### src/rtl/mips_pkg.sv
// rtl/mips_pkg.sv - shared word/PC constants and fetch entry type for the MIPS front end
package mips_pkg;
  localparam int WORD_W     = 32;
  localparam int INST_BYTES = 4;
  localparam logic [WORD_W-1:0] RESET_VECTOR = 32'h0000_0000;
  localparam logic [WORD_W-1:0] PC_INC       = 32'(INST_BYTES);

  typedef struct packed {
    logic [WORD_W-1:0] pc;
    logic [WORD_W-1:0] inst;
  } fetch_entry_t;

  function automatic logic [WORD_W-1:0] word_align(input logic [WORD_W-1:0] addr);
    return addr & ~WORD_W'(INST_BYTES - 1);
  endfunction
endpackage

### src/rtl/fetch_fifo.sv
// rtl/fetch_fifo.sv - synchronous FIFO with flush; head is read straight from registered storage
module fetch_fifo #(
  parameter int DEPTH = 4,
  parameter int W     = 64
) (
  input  logic                   clock,
  input  logic                   reset,
  input  logic                   push,
  input  logic [W-1:0]           push_data,
  input  logic                   pop,
  input  logic                   flush,
  output logic [W-1:0]           head_data,
  output logic [$clog2(DEPTH):0] count
);
  localparam int AW = $clog2(DEPTH);

  logic [W-1:0]  mem_q [DEPTH];
  logic [W-1:0]  mem_d [DEPTH];
  logic [AW-1:0] rd_ptr_q, rd_ptr_d, wr_ptr_q, wr_ptr_d;
  logic [AW:0]   count_q, count_d;
  logic          do_pop;

  assign do_pop    = pop && (count_q != '0);
  assign head_data = mem_q[rd_ptr_q];
  assign count     = count_q;

  always_comb begin
    mem_d    = mem_q;
    rd_ptr_d = rd_ptr_q;
    wr_ptr_d = wr_ptr_q;
    count_d  = count_q;
    // Flush wins over a same-cycle push or pop.
    if (flush) begin
      rd_ptr_d = '0;
      wr_ptr_d = '0;
      count_d  = '0;
    end else begin
      if (push) begin
        mem_d[wr_ptr_q] = push_data;
        wr_ptr_d        = wr_ptr_q + AW'(1);
      end
      if (do_pop) rd_ptr_d = rd_ptr_q + AW'(1);
      count_d = count_q + (AW+1)'(push) - (AW+1)'(do_pop);
    end
  end

  always_ff @(posedge clock) begin
    if (reset) begin
      for (int i = 0; i < DEPTH; i++) mem_q[i] <= '0;
      rd_ptr_q <= '0;
      wr_ptr_q <= '0;
      count_q  <= '0;
    end else begin
      mem_q    <= mem_d;
      rd_ptr_q <= rd_ptr_d;
      wr_ptr_q <= wr_ptr_d;
      count_q  <= count_d;
    end
  end
endmodule

### src/rtl/instruction_fetch_queue.sv
// rtl/instruction_fetch_queue.sv - credit-limited sequential fetch with redirect flush and stale-response drop
module instruction_fetch_queue
  import mips_pkg::*;
#(
  parameter int                DEPTH    = 4,
  parameter logic [WORD_W-1:0] RESET_PC = RESET_VECTOR
) (
  input  logic              clock,
  input  logic              reset,
  input  logic              redirect_valid,
  input  logic [WORD_W-1:0] redirect_pc,
  output logic              imem_req_valid,
  input  logic              imem_req_ready,
  output logic [WORD_W-1:0] imem_req_addr,
  input  logic              imem_rsp_valid,
  input  logic [WORD_W-1:0] imem_rsp_data,
  output logic              inst_valid,
  input  logic              inst_ready,
  output logic [WORD_W-1:0] inst_data,
  output logic [WORD_W-1:0] inst_pc,
  output logic [WORD_W-1:0] inst_pc_plus4
);
  localparam int CW = $clog2(DEPTH) + 1;

  logic [WORD_W-1:0] fetch_pc_q, fetch_pc_d, rsp_pc_q, rsp_pc_d;
  logic [CW-1:0]     outstanding_q, outstanding_d, drop_cnt_q, drop_cnt_d;
  logic [CW-1:0]     fifo_count;
  logic [CW:0]       credit_used;
  logic              req_fire, push, pop;
  fetch_entry_t      push_entry, head_entry;

  assign credit_used    = {1'b0, fifo_count} + {1'b0, outstanding_q};
  assign imem_req_valid = !reset && !redirect_valid && (credit_used < (CW+1)'(DEPTH));
  assign imem_req_addr  = fetch_pc_q;
  assign req_fire       = imem_req_valid && imem_req_ready;
  assign push           = imem_rsp_valid && (drop_cnt_q == '0) && !redirect_valid;
  assign pop            = inst_valid && inst_ready;
  assign push_entry     = {rsp_pc_q, imem_rsp_data};

  assign inst_valid    = !reset && (fifo_count != '0);
  assign inst_pc       = head_entry.pc;
  assign inst_data     = head_entry.inst;
  assign inst_pc_plus4 = head_entry.pc + PC_INC;

  always_comb begin
    outstanding_d = outstanding_q + CW'(req_fire) - CW'(imem_rsp_valid);
    fetch_pc_d    = fetch_pc_q;
    rsp_pc_d      = rsp_pc_q;
    drop_cnt_d    = drop_cnt_q;
    if (redirect_valid) begin
      fetch_pc_d = word_align(redirect_pc);
      rsp_pc_d   = word_align(redirect_pc);
      // Everything still in flight after this cycle is stale, whether or not it was already marked.
      drop_cnt_d = outstanding_q - CW'(imem_rsp_valid);
    end else begin
      if (req_fire) fetch_pc_d = fetch_pc_q + PC_INC;
      if (push)     rsp_pc_d   = rsp_pc_q + PC_INC;
      if (imem_rsp_valid && (drop_cnt_q != '0)) drop_cnt_d = drop_cnt_q - CW'(1);
    end
  end

  always_ff @(posedge clock) begin
    if (reset) begin
      fetch_pc_q    <= RESET_PC;
      rsp_pc_q      <= RESET_PC;
      outstanding_q <= '0;
      drop_cnt_q    <= '0;
    end else begin
      fetch_pc_q    <= fetch_pc_d;
      rsp_pc_q      <= rsp_pc_d;
      outstanding_q <= outstanding_d;
      drop_cnt_q    <= drop_cnt_d;
    end
  end

  fetch_fifo #(
    .DEPTH (DEPTH),
    .W     ($bits(fetch_entry_t))
  ) u_fetch_fifo (
    .clock     (clock),
    .reset     (reset),
    .push      (push),
    .push_data (push_entry),
    .pop       (pop),
    .flush     (redirect_valid),
    .head_data (head_entry),
    .count     (fifo_count)
  );

  a_credit: assert property (@(posedge clock) disable iff (reset) credit_used <= (CW+1)'(DEPTH));
  a_drop:   assert property (@(posedge clock) disable iff (reset) drop_cnt_q <= outstanding_q);
  a_rsp:    assert property (@(posedge clock) disable iff (reset) imem_rsp_valid |-> outstanding_q != '0);
endmodule

### config.mk
export PLATFORM = sky130hd
export DESIGN_NAME = instruction_fetch_queue
export DESIGN_NICKNAME = d
export VERILOG_FILES = /design/src/rtl/mips_pkg.sv /design/src/rtl/fetch_fifo.sv /design/src/rtl/instruction_fetch_queue.sv
export SDC_FILE = /design/constraint.sdc
export NUM_CORES = 1
export LEC_CHECK = 0
export CAP_MARGIN = 20
export CORE_MARGIN = 2
export CORE_UTILIZATION = 59
export CTS_BUF_LIST = sky130_fd_sc_hd__clkbuf_8
export CTS_CLUSTER_SIZE = 16
export DETAILED_ROUTE_END_ITERATION = 10
export GPL_TIMING_DRIVEN = 1
export PLACE_DENSITY = 0.95
export RECOVER_POWER = 50
export SLEW_MARGIN = 5
export SYNTH_ARGS = -nofsm -noshare
export SYNTH_HDL_FRONTEND = slang
export SYNTH_SLANG_ARGS = --single-unit
export TNS_END_PERCENT = 20
### constraint.sdc
create_clock -name clock -period 6.8 [get_ports clock]
set_clock_uncertainty 0.15 [all_clocks]
set_input_delay 1.36 -clock clock [delete_from_list [all_inputs] [get_ports clock]]
set_output_delay 1.36 -clock clock [all_outputs]
set_load 0.05 [all_outputs]
After elaboration in Yosys (flattened, before gate mapping):

Index checks and enable logic that the tools add are counted.

* output and inout port bits: 130
* logic and storage cells: 64
* register bits after elaboration: 333
* input bits: 70

* reductions and logical operators: 20
* mux-type cells: 12
* order comparisons: 4
* $add $sub $neg: 12
* bitwise operators: 3

Operator list (number)
* 256-bit bitwise mux: 1
* 64-bit 2-to-1 mux: 3
* 64-bit binary-select mux with 2-bit select: 1
* 64-bit demux with 2-bit select: 1
* 32-bit 2-to-1 mux: 4
* 32-bit by 3-bit adder with 32-bit output (second input constant): 3
* 1-bit logical AND: 10
* 3-bit by 1-bit subtractor with 3-bit output: 3
* 3-bit by 1-bit adder with 3-bit output: 2
* 3-bit greater-or-equal comparator (second input constant): 2
* 3-bit 2-to-1 mux: 2
* 2-bit NOT with 3-bit output: 2
* 2-bit nonzero test: 3
* 3-bit nonzero test: 2
* 2-bit by 1-bit adder with 2-bit output (second input constant): 2
* 3-bit by 3-bit adder with 4-bit output: 1
* 4-bit by 3-bit less-than comparator with 1-bit output (second input constant): 1
* 3-bit zero test: 1
* 3-bit by 1-bit less-than comparator with 1-bit output (second input constant): 1
* 3-bit by 1-bit subtractor with 3-bit output (second input constant): 1
* 1-bit zero test: 2
* 2-bit AND reduction: 1
* 2-bit OR reduction: 1
* 1-bit NOT: 1

Logic depth before layout (Yosys ltp):

Gate-level depths: netlist of the first run.

* depth in word-level cells: 6
* mapped depth: 12

Cells and area by module:

A second synthesis of the first run with hierarchy kept.

* cells, all modules: 1782
* area, all modules: 15175.8 µm²

By module, submodules not included
* fetch_fifo: area each 10906.7 µm², cells each 1235, times used 1, seq. area each 5265.0 µm²
* instruction_fetch_queue: area each 4269.1 µm², cells each 547, times used 1, seq. area each 1321.3 µm²

Least setup slack after synthesis of the first run:

OpenSTA, ideal clock, no wires.

* path kind: register -> output
* from: register u_fetch_fifo.rd_ptr_q[0]
* to: output port inst_pc_plus4[16]
* arrival: 3.054 ns
* path slack: 2.236 ns
* required time: 5.290 ns
* cell stages (with the launch flop): 10
* cell sequence: dfxtp_1 > buf_6 > buf_12 > mux4_1 > ha_1 > nand3_1 > or2_1 > clkbuf_4 > nor4_1 > xnor2_1

* word-level cells in the longest chain between the ends: 5

Ends and longest elaborated chain
* start: declaration: RTL line fetch_fifo.sv:19 `logic [AW-1:0] rd_ptr_q, rd_ptr_d, wr_ptr_q, wr_ptr_d;`
* start signal: assignment: RTL line fetch_fifo.sv:55 `rd_ptr_q <= rd_ptr_d;`
* 2-bit NOT with 3-bit output (implied by the code): RTL line fetch_fifo.sv:24 `assign head_data = mem_q[rd_ptr_q];`
* 64-bit binary-select mux with 2-bit select: RTL line fetch_fifo.sv:24
* 64-bit 2-to-1 mux (implied by the code) (2 in a row): RTL line fetch_fifo.sv:24
* via inst_pc[2]: RTL line instruction_fetch_queue.sv:20 `output logic [WORD_W-1:0] inst_pc,`
* 32-bit by 3-bit adder with 32-bit output: RTL line instruction_fetch_queue.sv:43 `assign inst_pc_plus4 = head_entry.pc + PC_INC;`
* end: declaration: RTL line instruction_fetch_queue.sv:21 `output logic [WORD_W-1:0] inst_pc_plus4`

The timed path passes the listed nets, and every way through them passes these cells. The select of a mux whose other input is x is not followed.

Final worst setup path of the first run:

* from: input port redirect_valid
* to: output port imem_req_valid

* word-level cells in the longest chain between the ends: 3

Ends and longest elaborated chain
* start: declaration: RTL line instruction_fetch_queue.sv:10 `input logic redirect_valid,`
* 1-bit zero test: RTL line instruction_fetch_queue.sv:33 `assign imem_req_valid = !reset && !redirect_valid && (credit_used < (CW+1)'(DEPTH));`
* 1-bit logical AND (2 in a row): RTL line instruction_fetch_queue.sv:33
* end: declaration: RTL line instruction_fetch_queue.sv:12 `output logic imem_req_valid,`

No other way between the ends.

==> out/results.tsv, run 1 <==
stage	metric	value	unit
place	gp_congestion	0.866	
route	dr.pass1.iters	6	
synthesis	async_flop_share	0	%
min_path	min-delay-start	u_fetch_fifo.mem_q[38]	
synthesis	ys.warnings.count	0	
pwr	ir_drop	160	µV
synthesis	synth_ff_type	dfxtp_1	
synthesis	synth_top_area_share	43.4	%
die	die_x	162	µm
route	drtAntennaViolNets	0	
layout	fin_area	0.0177	mm²
sta	finalMaxSlewViolations	357	
cts	cts_buffers	50	
global_routing	grt_pass1_vias	13149	
worst_setup_path	worstPathRequired	5290	ps
min_path	min_to	u_fetch_fifo.mem_q[38]	
cts	clockBufferDepth	3	
min_path	min_path_cells	2	
worst_setup_path	timing.rr.end	u_fetch_fifo.mem_q[82]	
layout	syn_to_final_growth	19.3	%
sta	max_freq	0.164	GHz
synthesis	syn_area	0.0148	mm²
place	io_buffer_count	191	
die	io_pins	200	
route	drcViolationCount	0	
sta	tightest_slew	2170	ps
status	failed_checks	max-capacitance violations, max-slew violations	
sta	rsz0062_at_grt	no	
cts	worstSkewPairLatency	560	ps
sta	finalHoldViolCount	0	
route	wl	40300	µm
cts	cts_resized	0	
synthesis	syn_area_per_cell	8.46	µm²
pwr	p_per_area	238	mW/mm²
synthesis	synth_top_area_cell	dfxtp_1	
cts	htreeDepth	2	
die	rows	57	
die	die_y	162	µm
sta	period_share	89.5	%
place	dpl_cell_area	0.0166	mm²
worst_setup_path	r2r_slack	3420	ps
cts	ctsRootBufferMaster	clkbuf_8	
worst_setup_path	path_max_fanout	44	
sta	tns	0	ps
die	start_util	60.5	%
global_routing	grt_pass1_wl	63700	µm
route	num_vias	13220	
global_routing	grt_usage	29.8	%
layout	nNetsFinal	1954	
pwr	power_leakage	6.12	nW
worst_setup_path	r2r-start	drop_cnt_q[0]	
synthesis	synth_edf_count	0	
sta	slew_headroom	-44.8	%
layout	diodes	0	
synthesis	synthCells	1749	
run	cap_violations	6	
die	die_area	0.0264	mm²
worst_setup_path	endpoint_kind	output pin	
synthesis	ys_seq_area_share	43.4	%
cts	cts_tree	built	
die	core_area	0.0245	mm²
place	hpwl	24500	µm
global_routing	overflow	0	
status	status	finished with violations	
cts	cts_hold_buf	0	
cts	cts_sinks	321	
global_routing	grt_max_degree	166	
sta	setup_violations	0	
synthesis	synth_area_leaders	dfxtp_1 43%, nand2_1 13%, a21oi_1 9.5%	
sta	min_period	6090	ps
cts	postCtsSetupRepairBufs	0	
route	drt_iter0_drc	1412	
worst_setup_path	worst_ep_arrival_time	4580	ps
worst_setup_path	critPathKind	in2out	
route	viasPerCell	5.93	
route	wl_per_cell	18.1	µm
global_routing	grt_antenna_before_repair	0	
worst_setup_path	cp-start-kind	primary input	
synthesis	synthDistinctLibCells	58	
synthesis	synth_seq_cells	321	
worst_setup_path	reg2reg_depth	8	
layout	layout-drive-gt1-share	8.45	%
cts	clk_pin_slew	60	ps
min_path	hold_path_class	reg2reg	
per-stage QoR:
step | std cells | total power, mW | hold WS [ps] | setup slack, ps | util [%]
3_3_place_gp | 2136 | 2.56 | 287 | 1610 | 67.9
5_1_grt | 2229 | 4.34 | 314 | 549 | 72.2
2_1_floorplan | 1754 | 2.39 | 282 | 2240 | -
3_5_place_dp | 2137 | 2.59 | 295 | 1540 | 68.0
6_report | 2229 | 4.21 | 302 | 712 | 72.2
4_1_cts | 2229 | 4.21 | 303 | 937 | 72.2
sequential cells by signal, indices dropped and copies added, names as in the netlist:
| signal | cells |
|---|---|
| drop_cnt_q | 3 |
| imem_req_addr | 30 |
| outstanding_q | 3 |
| rsp_pc_q | 30 |
| u_fetch_fifo.count | 3 |
| u_fetch_fifo.mem_q | 248 |
| u_fetch_fifo.rd_ptr_q | 2 |
| u_fetch_fifo.wr_ptr_q | 2 |
power breakdown:
part | leakage [nW] | internal, mW | switching (mW)
Clock | 0.616 | 0.906 | 0.747
Combinational | 2.90 | 0.197 | 0.345
Sequential | 2.61 | 1.94 | 0.0718
Total | 6.12 | 3.04 | 1.16
logic make-up after synthesis:
family          after synthesis  synth area share [%]
simple gates                707                  20.9
compound gates              346                  12.8
flops                       321                  43.4
buf+inv                     201                  5.83
xor+xnor                     87                  5.15
mux                          67                  10.1
fa+ha+maj                    19                  1.71
other cells                   1                0.0253
metal layers:
layer / GRT usage, % / share of wire [%] / vias up
met2: 49.9 / 48 / 771
met1: 38.3 / 39 / 6218
li1: - / - / 6121
met3: 4.74 / 9.7 / 110
met4: 13.2 / 3.0 / 0
met5: 0 / 0 / -
worst max-delay path: stages:
cell	delay [ps]
dlygate4sd3_1	530
clkbuf_1	1410
nor3_1	260
and2_1	310
clkdlybuf4s50_1	700
synth_stat cells, types with 4 or more instances:
| cell type | n |
|---|---|
| a211oi_1 | 6 |
| a21boi_0 | 45 |
| a21oi_1 | 281 |
| and2_1 | 10 |
| and3_1 | 19 |
| and4_1 | 10 |
| buf_1 | 4 |
| buf_2 | 6 |
| buf_4 | 10 |
| clkbuf_1 | 119 |
| dfxtp_1 | 321 |
| ha_1 | 17 |
| inv_1 | 54 |
| mux2i_1 | 4 |
| mux4_1 | 14 |
| mux4_2 | 48 |
| nand2_1 | 526 |
| nand3_1 | 26 |
| nand4_1 | 16 |
| nor2_1 | 29 |
| nor3_1 | 25 |
| nor3_2 | 8 |
| nor4_1 | 18 |
| xnor2_1 | 55 |
| xor2_1 | 32 |
layout by cell type, fill, tap and decap left out, types with 3 or more instances in the layout:
| cell type | n |
|---|---|
| mux4_2 | 48 |
| and3_2 | 4 |
| nand2_2 | 5 |
| ha_1 | 17 |
| inv_1 | 74 |
| and2_1 | 9 |
| nor3_1 | 25 |
| a211oi_1 | 6 |
| dlygate4sd3_1 | 32 |
| nor3_2 | 8 |
| clkinv_2 | 3 |
| a21boi_0 | 45 |
| dfxtp_1 | 319 |
| nand2_1 | 522 |
| conb_1 | 6 |
| a21oi_1 | 281 |
| clkbuf_8 | 67 |
| mux4_1 | 14 |
| xnor2_1 | 55 |
| mux2i_1 | 4 |
| xor2_1 | 32 |
| a22oi_1 | 3 |
| and4_1 | 10 |
| nand3_1 | 26 |
| nand4_1 | 16 |
| clkdlybuf4s50_1 | 158 |
| buf_4 | 7 |
| nor4_1 | 18 |
| nor4_2 | 3 |
| nor2_1 | 29 |
| and3_1 | 15 |
| nor2b_1 | 3 |
| clkbuf_2 | 4 |
how the worst max path moves through the flow:
stage,start,to,slack [ps],cells past startpoint
final,redirect_valid,imem_req_valid,710,5
after global routing,redirect_valid,imem_req_valid,550,5
after floorplan,u_fetch_fifo.rd_ptr_q[0],inst_pc_plus4[16],2240,9
after global placement,u_fetch_fifo.rd_ptr_q[0],inst_pc_plus4[17],1610,6
after detailed placement,u_fetch_fifo.rd_ptr_q[0],inst_pc_plus4[17],1540,6
after CTS,u_fetch_fifo.rd_ptr_q[0],inst_pc_plus4[17],940,6
area by class of cell:
class                      instances  area [µm²]
clock buffer                      66         908
clock inverter                    26         138
fill                            1658        6810
inverter                          55         206
multi-input combinational       1232        7540
sequential                       321        6430
tap                              324         405
timing repair buffer             205        2020
No activity file was read; power rests on OpenSTA's default activity.
==> run 2: changes to the inputs <==
--- a/config.mk
+++ b/config.mk
@@ -7,12 +7,12 @@
 export LEC_CHECK = 0
 export CAP_MARGIN = 20
 export CORE_MARGIN = 2
-export CORE_UTILIZATION = 59
+export CORE_UTILIZATION = 27
 export CTS_BUF_LIST = sky130_fd_sc_hd__clkbuf_8
 export CTS_CLUSTER_SIZE = 16
 export DETAILED_ROUTE_END_ITERATION = 10
 export GPL_TIMING_DRIVEN = 1
-export PLACE_DENSITY = 0.95
+export PLACE_DENSITY = 0.56
 export RECOVER_POWER = 50
 export SLEW_MARGIN = 5
 export SYNTH_ARGS = -nofsm -noshare
==> out/results.tsv, run 2 (synthesis gave the netlist of run 1 again) <==
stage	metric	value	unit
cts	cts_resized	0	
status	failed_checks	max-capacitance violations, max-slew violations	
cts	cts_sinks	321	
sta	min_period	6050	ps
sta	finalMaxSlewViolations	448	
route	drtAntennaViolNets	0	
die	die_area	0.0567	mm²
sta	setup_violations	0	
worst_setup_path	endpoint_kind	output pin	
layout	nNetsFinal	1964	
cts	postCtsSetupRepairBufs	0	
layout	fillers	5588	
global_routing	overflow	0	
status	status	finished with violations	
cts	clockBufferDepth	3	
worst_setup_path	critPathKind	in2out	
place	io_buffer_count	191	
layout	final_cell_mix	522 x nand2_1, 319 x dfxtp_1, 281 x a21oi_1	
min_path	min-delay-start	u_fetch_fifo.mem_q[241]	
global_routing	grt_usage	16.1	%
die	io_pins	200	
sta	tightest_slew	4070	ps
worst_setup_path	worstPathRequired	5290	ps
layout	final-seq-area	0.00643	mm²
cts	clk_pin_slew	60	ps
pwr	ir_drop	135	µV
route	viasPerCell	4.87	
global_routing	grt_pass1_vias	12468	
global_routing	grt_antenna_before_repair	0	
min_path	min_path_cells	2	
global_routing	grt_max_degree	106	
route	num_vias	12718	
cts	cts_hold_buf	0	
sta	period_share	88.9	%
place	hpwl	28700	µm
sta	slew_headroom	-172	%
die	core_area	0.0540	mm²
worst_setup_path	r2r_slack	3250	ps
cts	htreeDepth	2	
global_routing	grt_pass1_wl	71200	µm
worst_setup_path	timing.rr.end	u_fetch_fifo.mem_q[143]	
worst_setup_path	path_max_fanout	44	
sta	max_freq	0.165	GHz
route	drcViolationCount	0	
sta	rsz0062_at_grt	no	
cts	cts_buffers	58	
pwr	p_per_area	240	mW/mm²
place	gp_congestion	0.765	
die	die_y	238	µm
route	wl_per_cell	17.7	µm
cts	ctsRootBufferMaster	clkbuf_8	
layout	layout-drive-gt1-share	9.09	%
route	drt_iter0_drc	893	
layout	layout_commonest_cell	nand2_1	
worst_setup_path	cp-start-kind	primary input	
min_path	hold_path_class	reg2reg	
die	die_x	238	µm
layout	multi_input_area	0.00754	mm²
cts	cts_tree	built	
layout	regMostFlops	u_fetch_fifo.mem_q	
sta	fin_ws	752	ps
place	dpl_worst_slack	1620	ps
layout	syn_to_final_growth	23.1	%
pwr	power_leakage	6.14	nW
min_path	min_to	u_fetch_fifo.mem_q[241]	
layout	largest_register_ffs	248	
cts	worstSkewPairLatency	650	ps
route	wl	46100	µm
run	cap_violations	7	
route	dr.pass1.iters	5	
sta	tns	0	ps
worst_setup_path	worst_ep_arrival_time	4540	ps
worst_setup_path	reg2reg_depth	8	
die	start_util	27.4	%
sta	finalHoldViolCount	0	
die	rows	85	
worst_setup_path	r2r-start	drop_cnt_q[0]	
layout	diodes	0	
==> run 2: power breakdown <==
group	internal [mW]	total (mW)	switching, mW	leakage (nW)
sequential	1.94	2.01	0.0717	2.61
clock	0.986	1.81	0.823	0.644
combinational	0.194	0.543	0.349	2.89
total	3.12	4.36	1.24	6.14
==> run 2: through the flow <==
step                instance area [µm²]  utilization [%]  total power, mW  hold slack [ps]  cells
detailed placement                17100             31.6             2.60              293   2511
CTS                               18200             33.8             4.43              301   2611
global placement                  17100             31.6             2.59              287   2511
finish                            18200             33.7             4.36              301   2611
global route                      18200             33.7             4.56              316   2611
floorplan                         14800                -             2.39              282   1754
==> run 2: worst max-delay path by stage <==
stage                                   from                 to  slack (ps)  depth (start not counted)
finish                        redirect_valid     imem_req_valid         750                          5
global route                  redirect_valid     imem_req_valid         520                          5
CTS                 u_fetch_fifo.rd_ptr_q[1]  inst_pc_plus4[17]         900                          6
detailed placement  u_fetch_fifo.rd_ptr_q[1]  inst_pc_plus4[17]        1620                          6
global placement    u_fetch_fifo.rd_ptr_q[0]  inst_pc_plus4[16]        1660                          7
floorplan           u_fetch_fifo.rd_ptr_q[0]  inst_pc_plus4[16]        2240                          9
==> run 2: critical path, cell delays in order <==
cell and delay [ps]:
dlygate4sd3_1 520, clkbuf_1 1420, nor3_1 230, and2_1 300
clkdlybuf4s50_1 700
==> run 2: metal layers <==
layer,share of wire (%),track usage [%]
met3,6.6,3.15
met4,1.9,5.42
met1,46,22.1
met2,46,25.4
met5,0,0
==> run 2: final cells by class <==
cell class	count	area share, %
Tap cell	696	4.78
Sequential cell	321	35.3
Clock buffer	72	5.44
Timing Repair Buffer	207	11.0
Inverter	55	1.13
Multi-Input combinational cell	1232	41.4
Clock inverter	28	0.879
